`src/rtl/sort_pkg.sv`:
```
// Shared types and defaults for the min/max sort comparator and its frame loader.
// Latency: n/a (declarations only).
// Backpressure: n/a.
// Ports: none; provides sfl_state_t, default DATA_WIDTH/NUM_INPUTS and an index-width helper.
package sort_pkg;

  localparam int SORT_DATA_WIDTH = 16;
  localparam int SORT_NUM_INPUTS = 8;

  typedef enum logic [1:0] {
    FILL = 2'd0,
    LOAD = 2'd1,
    RUN  = 2'd2,
    HOLD = 2'd3
  } sfl_state_t;

  // Width of a lane index; a single-lane frame still gets one bit so vectors stay legal.
  function automatic int sort_idx_width(input int n);
    return (n > 1) ? $clog2(n) : 1;
  endfunction

endpackage

```
`src/rtl/sort_frame_packer.sv`:
```
// Packs accepted words lane by lane into the comparator DIN vector, tracking the lane index.
// Latency: a word written at an edge appears on o_din right after that edge.
// Backpressure: none of its own; i_wr is the upstream handshake decided by the top level.
// Ports: i_clk, i_rst_n (sync, active-low), i_wr (word accepted), i_dat (word),
//        o_first (next word is lane 0), o_last (next word is the final lane), o_din (packed frame).
module sort_frame_packer
  import sort_pkg::*;
#(
  parameter int DATA_WIDTH = SORT_DATA_WIDTH,
  parameter int NUM_INPUTS = SORT_NUM_INPUTS
) (
  input  logic                             i_clk,
  input  logic                             i_rst_n,
  input  logic                             i_wr,
  input  logic [DATA_WIDTH-1:0]            i_dat,
  output logic                             o_first,
  output logic                             o_last,
  output logic [DATA_WIDTH*NUM_INPUTS-1:0] o_din
);

  localparam int IW = sort_idx_width(NUM_INPUTS);
  localparam logic [IW-1:0] LAST_IDX = IW'(NUM_INPUTS - 1);

  logic [IW-1:0]                    r_idx;
  logic [DATA_WIDTH*NUM_INPUTS-1:0] r_din;
  logic [NUM_INPUTS-1:0]            w_lane_we;

  // One-hot lane write enable from the current index.
  always_comb begin
    w_lane_we = '0;
    for (int k = 0; k < NUM_INPUTS; k++) begin
      w_lane_we[k] = i_wr && (r_idx == IW'(k));
    end
  end

  // The index wraps to 0 on the final lane, so a completed (or abandoned)
  // frame always leaves the packer ready for lane 0 without an extra clear.
  // Lanes are never cleared between frames; each is overwritten in turn.
  always_ff @(posedge i_clk) begin
    if (!i_rst_n) begin
      r_idx <= '0;
      r_din <= '0;
    end else begin
      if (i_wr) begin
        r_idx <= (r_idx == LAST_IDX) ? '0 : r_idx + 1'b1;
      end
      for (int k = 0; k < NUM_INPUTS; k++) begin
        if (w_lane_we[k]) begin
          r_din[k*DATA_WIDTH +: DATA_WIDTH] <= i_dat;
        end
      end
    end
  end

  assign o_first = (r_idx == '0);
  assign o_last  = (r_idx == LAST_IDX);
  assign o_din   = r_din;

endmodule

```
`src/rtl/sort_frame_loader.sv`:
```
// Feeds one frame of NUM_INPUTS words to the sort comparator, launches it and returns the min/max.
// Latency: result valid 3 cycles after the last input handshake; frame period >= NUM_INPUTS+4.
// Backpressure: IN_READY only in FILL; a pending result holds until RES_READY, stalling input.
// Ports: CLK, RST_N (sync, active-low); IN_VALID/IN_READY/IN_DATA/MODE_IN word stream;
//        CMP_RST_N/CMP_MODE/CMP_DIN/CMP_DOUT/CMP_DONE comparator side;
//        RES_VALID/RES_READY/RES_DATA/RES_MODE result stream; TIMEOUT_ERR abandon pulse.
module sort_frame_loader
  import sort_pkg::*;
#(
  parameter int DATA_WIDTH     = SORT_DATA_WIDTH,
  parameter int NUM_INPUTS     = SORT_NUM_INPUTS,
  parameter int TIMEOUT_CYCLES = 15
) (
  input  logic                             CLK,
  input  logic                             RST_N,
  input  logic                             IN_VALID,
  output logic                             IN_READY,
  input  logic [DATA_WIDTH-1:0]            IN_DATA,
  input  logic                             MODE_IN,
  output logic                             CMP_RST_N,
  output logic                             CMP_MODE,
  output logic [DATA_WIDTH*NUM_INPUTS-1:0] CMP_DIN,
  input  logic [DATA_WIDTH-1:0]            CMP_DOUT,
  input  logic                             CMP_DONE,
  output logic                             RES_VALID,
  input  logic                             RES_READY,
  output logic [DATA_WIDTH-1:0]            RES_DATA,
  output logic                             RES_MODE,
  output logic                             TIMEOUT_ERR
);

  localparam int CW = $clog2(TIMEOUT_CYCLES + 1);
  // The counter is cleared on RUN entry and checked before incrementing, so
  // hitting LAST at an edge means TIMEOUT_CYCLES RUN cycles have elapsed.
  localparam logic [CW-1:0] CNT_LAST = CW'(TIMEOUT_CYCLES - 1);

  sfl_state_t            r_state;
  logic                  r_in_ready;
  logic                  r_cmp_rst_n;
  logic                  r_mode;
  logic                  r_res_valid;
  logic [DATA_WIDTH-1:0] r_res_data;
  logic                  r_timeout_err;
  logic [CW-1:0]         r_cnt;

  logic                  w_accept;
  logic                  w_first;
  logic                  w_last;

  // r_in_ready is only ever high in FILL, so it alone qualifies the handshake.
  assign w_accept = IN_VALID && r_in_ready;

  sort_frame_packer #(
    .DATA_WIDTH (DATA_WIDTH),
    .NUM_INPUTS (NUM_INPUTS)
  ) u_packer (
    .i_clk   (CLK),
    .i_rst_n (RST_N),
    .i_wr    (w_accept),
    .i_dat   (IN_DATA),
    .o_first (w_first),
    .o_last  (w_last),
    .o_din   (CMP_DIN)
  );

  always_ff @(posedge CLK) begin
    if (!RST_N) begin
      r_state       <= FILL;
      r_in_ready    <= 1'b0;
      r_cmp_rst_n   <= 1'b0;
      r_mode        <= 1'b0;
      r_res_valid   <= 1'b0;
      r_res_data    <= '0;
      r_timeout_err <= 1'b0;
      r_cnt         <= '0;
    end else begin
      r_timeout_err <= 1'b0;
      case (r_state)
        FILL: begin
          r_in_ready <= 1'b1;
          if (w_accept) begin
            if (w_first) begin
              r_mode <= MODE_IN;
            end
            if (w_last) begin
              r_in_ready <= 1'b0;
              r_state    <= LOAD;
            end
          end
        end
        LOAD: begin
          // Comparator has loaded DIN while held in reset; release it now.
          r_cmp_rst_n <= 1'b1;
          r_cnt       <= '0;
          r_state     <= RUN;
        end
        RUN: begin
          // A result arriving on the last allowed cycle still wins over the timeout.
          if (CMP_DONE) begin
            r_res_data  <= CMP_DOUT;
            r_res_valid <= 1'b1;
            r_cmp_rst_n <= 1'b0;
            r_state     <= HOLD;
          end else if (r_cnt == CNT_LAST) begin
            r_timeout_err <= 1'b1;
            r_cmp_rst_n   <= 1'b0;
            r_in_ready    <= 1'b1;
            r_state       <= FILL;
          end else begin
            r_cnt <= r_cnt + 1'b1;
          end
        end
        HOLD: begin
          if (RES_READY) begin
            r_res_valid <= 1'b0;
            r_in_ready  <= 1'b1;
            r_state     <= FILL;
          end
        end
        default: begin
          r_state <= FILL;
        end
      endcase
    end
  end

  assign IN_READY    = r_in_ready;
  assign CMP_RST_N   = r_cmp_rst_n;
  assign CMP_MODE    = r_mode;
  assign RES_VALID   = r_res_valid;
  assign RES_DATA    = r_res_data;
  assign RES_MODE    = r_mode;
  assign TIMEOUT_ERR = r_timeout_err;

endmodule

```
`config.mk`:
```
export PLATFORM = sky130hd
export DESIGN_NAME = sort_frame_loader
export DESIGN_NICKNAME = d
export VERILOG_FILES = /design/src/rtl/sort_pkg.sv /design/src/rtl/sort_frame_packer.sv /design/src/rtl/sort_frame_loader.sv
export SDC_FILE = /design/constraint.sdc
export NUM_CORES = 1
export LEC_CHECK = 0
export ABC_AREA = 1
export CAP_MARGIN = 0
export CORE_ASPECT_RATIO = 0.7
export CORE_MARGIN = 3
export CORE_UTILIZATION = 47
export DETAILED_ROUTE_END_ITERATION = 12
export GPL_TIMING_DRIVEN = 0
export PLACE_DENSITY_LB_ADDON = 0.15
export SLEW_MARGIN = 0
export SYNTH_ARGS = -nofsm -noshare
export SYNTH_HDL_FRONTEND = slang
export SYNTH_HIERARCHICAL = 1
export SYNTH_SLANG_ARGS = --single-unit
```
`constraint.sdc`:
```
create_clock -name CLK -period 1.9 [get_ports CLK]
set_input_delay 0.38 -clock CLK [delete_from_list [all_inputs] [get_ports CLK]]
set_output_delay 0.38 -clock CLK [all_outputs]
set_load 0.005 [all_outputs]
```
======== After elaboration in Yosys (flattened, before gate mapping) ========
Cells that the tools add are included.
operators by class
  add/sub/neg operators ................... 2
  multiply operators ...................... 0
  div/mod/pow operators ................... 0
  $lt $le $gt $ge ......................... 0
  equal/unequal tests ..................... 19
  shifts and indexed selects .............. 0
  multiplexer cells ....................... 23
  bitwise gates (word level) .............. 2
  reductions and logical operators ........ 22
operators with widths
  cell                                                                     number
  3-bit == test, second input constant                                     4
  1-bit two-way mux                                                        10
  2-bit two-way mux                                                        5
  2-bit inequality test, second input constant                             5
  1-bit logical AND                                                        9
  3-bit AND reduction                                                      3
  4-bit two-way mux                                                        2
  2-bit case mux with 4 select lines                                       1
  4-bit case mux with 2 select lines                                       1
  4-bit AND reduction                                                      2
  3-bit by 2-bit == test with 1-bit output, second input constant          2
  4-bit by 1-bit adder with 4-bit output, second input constant            1
  2-bit == test, second input constant                                     2
  4-bit == test, second input constant                                     1
  2-bit by 1-bit inequality test with 1-bit output, second input constant  2
  1-bit case mux with 2 select lines                                       2
  2-bit AND reduction                                                      2
  2-bit nonzero test                                                       2
  3-bit by 1-bit adder with 3-bit output, second input constant            1
  3-bit by 1-bit == test with 1-bit output, second input constant          1
  3-bit zero test                                                          1
  3-bit two-way mux                                                        1
  3-bit inequality test, second input constant                             1
  1-bit case mux with 3 select lines                                       1
  5 further kinds                                                          6
storage, ports and cells
  flip-flop bits (word level) ............. 158
  latch bits .............................. 0
  bits in writable memories ............... 0
  memory bits (read-only) ................. 0
  output and inout bits ................... 150
  logic and storage cells ................. 85
  memories kept ........................... 0

======== Depth between registers and ports, before layout ========
Gate-level depths: netlist (run 1).
  depth after elaboration ................. 4
  mapped depth ............................ 8

======== Hierarchy ========
The synthesis (run 1) kept the hierarchy.
modules (own cells, without submodules)
  module             instances  cells each  area each (um2)  sequential area each (um2)
  sort_frame_packer  1          791         5,258.8          2,622.5
  sort_frame_loader  1          154         1,196.1          540.5

======== Least setup slack after synthesis (run 1) ========
OpenSTA, ideal clock, no wires.
  path kind ............................... register to register
  start point ............................. reg u_packer.r_idx[0]
  end point ............................... reg u_packer.r_din[117], in the netlist u_packer/o_din[117]
  setup time .............................. 0.116 ns
  arrival ................................. 1.296 ns
  data required time ...................... 1.784 ns
  setup slack ............................. 0.488 ns
  cell stages (with the launch flop) ...... 8
  path buffers ............................ 1
  period minus slack after synthesis ...... 1.412 ns
  path through ............................ dfxtp_1 -> ha_1 -> ha_1 -> nand2_1 -> inv_1 -> buf_2 -> nor2_1 -> nor2_1
between the ends
  longest elaborated chain between the ends .. 2
ends and longest elaborated chain
  item                           RTL line                 source
  start, declared                sort_frame_packer.sv:24  logic [IW-1:0] r_idx;
  start signal, assigned         sort_frame_packer.sv:45  r_idx <= (r_idx == LAST_IDX) ? '0 : r_idx + 1'b1;
  3-bit == test                  sort_frame_packer.sv:32  w_lane_we[k] = i_wr && (r_idx == IW'(k));
  1-bit logical AND              sort_frame_packer.sv:32
  end signal, assigned by index  sort_frame_packer.sv:49  r_din[k*DATA_WIDTH +: DATA_WIDTH] <= i_dat;
  end, declared                  sort_frame_packer.sv:25  logic [DATA_WIDTH*NUM_INPUTS-1:0] r_din;
No other way between the ends.
A chain may end at the register's enable or synchronous reset.

======== Worst setup path in the final report (run 1) ========
  start point ............................. reg r_mode, in the netlist CMP_MODE
  end point ............................... out RES_MODE
RTL lines
  item                    RTL line                 source
  start, declared         sort_frame_loader.sv:40  logic r_mode;
  start signal, assigned  sort_frame_loader.sv:71  r_mode <= 1'b0;
  start signal, assigned  sort_frame_loader.sv:83  r_mode <= MODE_IN;
  end, declared           sort_frame_loader.sv:28  output logic RES_MODE,
No word-level cell between the ends.

==> results of run 1 <==
-- timing repair --
item / CTS / global route
endpoints found under the setup margin: 0 / 4
hold buffers: 0 / 0
gates resized for setup: 0 / 2
-- sequential cells by signal, indices dropped and copies added (netlist names) --
name	cells
u_packer/o_din	128
RES_DATA	16
r_cnt	4
u_packer/r_idx	3
r_state	2
CMP_MODE	1
CMP_RST_N	1
IN_READY	1
RES_VALID	1
TIMEOUT_ERR	1
-- worst max-delay path, cell delays in order, from the launching register on --
cell	delay [ps]
dfxtp_1	370
buf_4	120
clkdlybuf4s50_1	480
-- metrics by stage --
stage                     setup TNS [ps]  hold slack [ps]
after floorplan                        0              459
after global placement            -27940              451
after detailed placement          -33380              453
after CTS                              0              417
after global routing                   0              438
final                                  0              419
-- kinds of logic after synthesis --
family | after synthesis | share of synthesized area (%)
AND/OR/NAND/NOR | 536 | 32.3
AO/OA/AOI/OAI | 64 | 5.08
flip-flops | 158 | 49.0
buffers and inverters | 176 | 11.6
XOR/XNOR | 2 | 0.271
adder cells (fa/ha/maj) | 9 | 1.74
-- where the power goes --
group	switching (mW)	internal, mW	total, mW	leakage (nW)
clock network	1.43	1.73	3.16	0.261
logic	0.797	0.698	1.50	2.60
registers	0.146	3.54	3.68	1.28
total	2.37	5.97	8.34	4.13
-- path summary, 6_finish.rpt --
path / end / slack [ps]
max: RES_MODE / 140
min: u_packer/o_din[47] / 420
max reg2reg: u_packer/o_din[123] / 160
min reg2reg: RES_DATA[4] / 460
-- final cells by class --
type,count,area (sq um)
Fill cell,1207,4360
Clock inverter,13,106
Clock buffer,19,443
Sequential cell,158,3160
Multi-Input combinational cell,611,2540
Timing Repair Buffer,171,1710
Tap cell,185,231
Buffer,60,314
Inverter,116,435
-- layout by cell type (no fill, tap or decap), types with 2 or more instances in the layout --
cell type	Yosys	final
clkinvlp_4	0	3
buf_1	4	4
clkbuf_1	21	21
nand3_1	14	14
buf_12	2	2
o21ai_0	37	37
inv_6	0	4
buf_2	29	29
nand2_1	243	243
a21oi_2	2	2
ha_1	9	9
a21oi_1	25	25
clkdlybuf4s50_1	0	171
dfxtp_1	158	158
nor2_2	2	2
clkinv_4	0	5
nor2_1	268	268
inv_2	2	2
clkbuf_16	0	17
xnor2_1	2	2
inv_1	114	114
buf_4	3	3
nand4_1	2	2
-- routing by layer --
layer	GRT usage (%)	up-vias
met2	35.0	259
met3	6.27	26
met1	36.3	2783
met4	7.72	0
li1	-	3161
met5	0	-
==> flow_metrics.env, run 1 <==
export IMPL_power_density_nw_per_um2=932
export IMPL_yosys_register_bits=158
export IMPL_grt_pass1_vias=5585
export IMPL_wl_met1_um=8770
export IMPL_grt_pass1_wl_um=29600
export IMPL_nets=1182
export IMPL_synth_edf_count=0
export IMPL_rsz0062_at_grt="false"
export IMPL_grt_max_degree=17
export IMPL_wl_met2_um=7900
export IMPL_power_leakage_nw=4.13
export IMPL_hpwl_um=13100
export IMPL_tritoncts="built"
export IMPL_status="finished, final reports clean"
export IMPL_wl_um=18900
export IMPL_area_growth_pct=38.6
export IMPL_synthDistinctLibCells=26
export IMPL_synth_common_cells="nor2_1, nand2_1, dfxtp_1"
export IMPL_port_buffers=171
export IMPL_synth_ff_type="dfxtp_1"
export IMPL_final_max_slew_viol_count=0
export IMPL_fin_crit_sh_pct=92.7
export IMPL_die_area_sq_um=15200
export IMPL_dp_cells=1301
export IMPL_drt_iter0_markers=572
export IMPL_seq_area_frac_synth_pct=49.0
export IMPL_fin_cells=1333
export IMPL_timing_rr_start="u_packer/r_idx[0]"
export IMPL_synth_top_area_share_pct=49.0
export IMPL_ant_nets=0
export IMPL_syn_nets=992
export IMPL_relSlewSlack_pct=44.2
export IMPL_drv_cap=0
export IMPL_antenna_found_initial=0
export IMPL_num_rows=35
export IMPL_hp_class="input port to register"
export IMPL_end_kind="output pin"
export IMPL_ioPinCount=188
export IMPL_initial_utilization_pct=48.5
export IMPL_die_w_um=146
export IMPL_synth_cells=945
export IMPL_rr_worst_depth=6
export IMPL_post_route_util_pct=67.2
export IMPL_worst_clock_skew_ps=11.7
export IMPL_synth_most_common_cell="nor2_1"
export IMPL_met3_length_um=1900
export IMPL_clock_path_buffers=2
export IMPL_async_flop_share_pct=0
export IMPL_hold_viol=0
export IMPL_cts_setup_buffers=0
export IMPL_vias=6229
export IMPL_drc=0
export IMPL_dr_pass1_iters=5
export IMPL_path_clk_slew_ps=70
export IMPL_crit_start="CMP_MODE"
export IMPL_grt_overflow=0
export IMPL_grtUsageTotal_pct=24.6
export IMPL_place_area_sq_um=8400
export IMPL_via_per_inst=4.67
export IMPL_worst_slack_ps=140
export IMPL_power_mw=8.34
export IMPL_worstPathRequired_ps=1520
export IMPL_syn_avg_cell_area_sq_um=6.83
export IMPL_htree_levels=4
export IMPL_pre_cts_ws_ps=-363
export IMPL_core_area_sq_um=13300
export IMPL_peakVddDrop_mv=0.584
export IMPL_worstMarginPinSlew_ps=837
export IMPL_design_area_sq_um=8950
export IMPL_clk_latency_ps=410
export IMPL_setup_viol=0
export IMPL_insertedDiodeCount=0
export IMPL_root_buffer="clkbuf_16"
export IMPL_hold_start="IN_DATA[15]"
export IMPL_netlist_area_sq_um=6450
export IMPL_cts_buffers=17
export IMPL_synth_area_leaders="dfxtp_1, nor2_1, nand2_1"
export IMPL_die_h_um=104
export IMPL_gp_congestion=0.825
export IMPL_min_path_cells=3
export IMPL_drive_gt1_share_pct=6.88
export IMPL_clock_fmax_mhz=568
export IMPL_period_minus_slack_ps=1760
export IMPL_yosysWarnings=6
export IMPL_highest_layer="met4"
export IMPL_yosysTopAreaCell="dfxtp_1"
export IMPL_crit_path_max_fanout=3
export IMPL_wl_per_cell_um=14.2
export IMPL_path_class="register to output pin"
export IMPL_setup_worst_path_start_class="register"
export IMPL_cts_sinks=158
export IMPL_cp_arrival_ps=1380
(Power assumes the default switching activity.)
==> run 2: changes to the inputs <==
--- a/config.mk
+++ b/config.mk
@@ -9,7 +9,7 @@
 export CAP_MARGIN = 0
 export CORE_ASPECT_RATIO = 0.7
 export CORE_MARGIN = 3
-export CORE_UTILIZATION = 47
+export CORE_UTILIZATION = 43
 export DETAILED_ROUTE_END_ITERATION = 12
 export GPL_TIMING_DRIVEN = 0
 export PLACE_DENSITY_LB_ADDON = 0.15
==> constraint.sdc (replaced) <==
create_clock -name CLK -period 1.6 [get_ports CLK]
set_input_delay 0.32 -clock CLK [delete_from_list [all_inputs] [get_ports CLK]]
set_output_delay 0.32 -clock CLK [all_outputs]
set_load 0.005 [all_outputs]
==> run 2 against run 1 <==
Cell area rose by 3.5%. Clock power increased by 37%. Cell count up 0.23%. Core utilization down 2.3 points. Clock skew is 4.0 ps lower. Clock-buffer cell count stayed put. Non-clock buffer count is 1 lower. Register-to-register slack worse by 50 ps. Power increased by 25%. Worst hold slack got worse by 21 ps. Sequential power rose by 19%. Flip-flop and latch count unchanged.
==> flow_metrics.env, run 2 (synthesis results as in run 1) <==
export IMPL_num_rows=36
export IMPL_nets=1181
export IMPL_worst_clock_skew_ps=7.71
export IMPL_area_growth_pct=43.5
export IMPL_peakVddDrop_mv=0.682
export IMPL_ant_nets=0
export IMPL_end_kind="output pin"
export IMPL_power_density_nw_per_um2=1130
export IMPL_crit_path_max_fanout=2
export IMPL_path_clk_slew_ps=60
export IMPL_pre_cts_ws_ps=-482
export IMPL_vias=6188
export IMPL_drc=0
export IMPL_tritoncts="built"
export IMPL_worst_slack_ps=19.6
export IMPL_critPathSlowestCell="clkdlybuf4s50_1"
export IMPL_insertedDiodeCount=0
export IMPL_final_max_slew_viol_count=0
export IMPL_status="finished, final reports clean"
export IMPL_die_w_um=152
export IMPL_root_buffer="clkbuf_16"
export IMPL_ioPinCount=188
export IMPL_clk_latency_ps=410
export IMPL_grt_max_degree=17
export IMPL_cp_arrival_ps=1260
export IMPL_path_cells="clkdlybuf4s50_1"
export IMPL_ctsResizeCount=65
export IMPL_hold_start="IN_DATA[15]"
export IMPL_clock_fmax_mhz=633
export IMPL_drive_gt1_share_pct=11.2
export IMPL_fin_crit_sh_pct=98.8
export IMPL_post_route_util_pct=64.9
export IMPL_via_per_inst=4.63
export IMPL_wl_per_cell_um=14.7
export IMPL_grt_overflow=0
export IMPL_cts_buffers=17
export IMPL_worstPathRequired_ps=1280
export IMPL_hpwl_um=13500
export IMPL_mostFrequentLayoutCells="nor2_1, nand2_1, dfxtp_1, inv_1, dlymetal6s2s_1"
export IMPL_period_minus_slack_ps=1580
export IMPL_initial_utilization_pct=45.2
export IMPL_setup_worst_path_start_class="register"
export IMPL_die_h_um=109
export IMPL_drt_iter0_markers=338
export IMPL_timing_rr_start="u_packer/r_idx[1]"
export IMPL_grt_pass1_vias=5840
export IMPL_path_class="register to output pin"
export IMPL_design_area_sq_um=9260
export IMPL_crit_path_max_incr_delay_ps=500
export IMPL_hold_viol=0
export IMPL_hp_class="input port to register"
export IMPL_drv_cap=0
export IMPL_largest_register_ffs=128
export IMPL_cts_setup_buffers=0
export IMPL_dr_pass1_iters=5
export IMPL_fillCellCount=1301
export IMPL_setup_viol=0
export IMPL_place_area_sq_um=8400
export IMPL_antenna_found_initial=0
export IMPL_htree_levels=4
export IMPL_rsz0062_at_grt="true"
export IMPL_grt_pass1_wl_um=30400
export IMPL_final_common_cell="nor2_1"
export IMPL_port_buffers=171
export IMPL_power_leakage_nw=5.80
export IMPL_core_area_sq_um=14300
export IMPL_hold_buffers=0
export IMPL_crit_start="u_packer/o_din[67]"
export IMPL_worstMarginPinSlew_ps=877
export IMPL_wl_um=19700
export IMPL_crit_buf_inv=1
export IMPL_die_area_sq_um=16500
export IMPL_relSlewSlack_pct=41.5
export IMPL_grtUsageTotal_pct=23.5
export IMPL_path_delay_family="buffers and inverters"
export IMPL_cts_sinks=158
export IMPL_gp_congestion=0.825
export IMPL_clock_path_buffers=2
export IMPL_power_mw=10.5
[run 2: final cells by class]
type | instances | area, sq um | share of cell area, %
multi-input combinational | 611 | 2560 | 27.6
clock buffer | 19 | 443 | 4.78
sequential | 158 | 3210 | 34.7
inverter | 116 | 438 | 4.73
tap | 190 | 238 | 2.57
clock inverter | 12 | 185 | 2.00
buffer | 59 | 324 | 3.50
timing repair buffer | 171 | 1860 | 20.1
[run 2: power by group]
part	total, mW	internal, mW	switching, mW
combinational	1.72	0.762	0.962
clock	4.34	2.67	1.68
sequential	4.39	4.22	0.172
total	10.5	7.64	2.81
[run 2: routing by layer]
| layer | vias to the layer above | wire length, um | GRT usage, % |
|---|---|---|---|
| met3 | 16 | 1490 | 5.24 |
| met4 | 0 | 193 | 6.87 |
| met1 | 2812 | 9690 | 33.7 |
| met5 | - | 0 | 0 |
| met2 | 197 | 8320 | 35.6 |
| li1 | 3163 | - | - |
[run 2: final timing paths]
check / to / slack (ps) / cells after the start
worst max register to register: u_packer/o_din[11] / 110 / 7
worst min-delay path: u_packer/o_din[15] / 400 / 3
worst min register to register: RES_DATA[6] / 460 / 2
worst max-delay path: CMP_DIN[67] / 20 / 1
[run 2: metrics by stage]
stage	TNS (ps)	cells	hold slack, ps
after global placement	-58690	1306	451
final	0	1336	398
after CTS	0	1336	396
after detailed placement	-57330	1306	453
after floorplan	0	945	399
after global routing	-254	1336	408
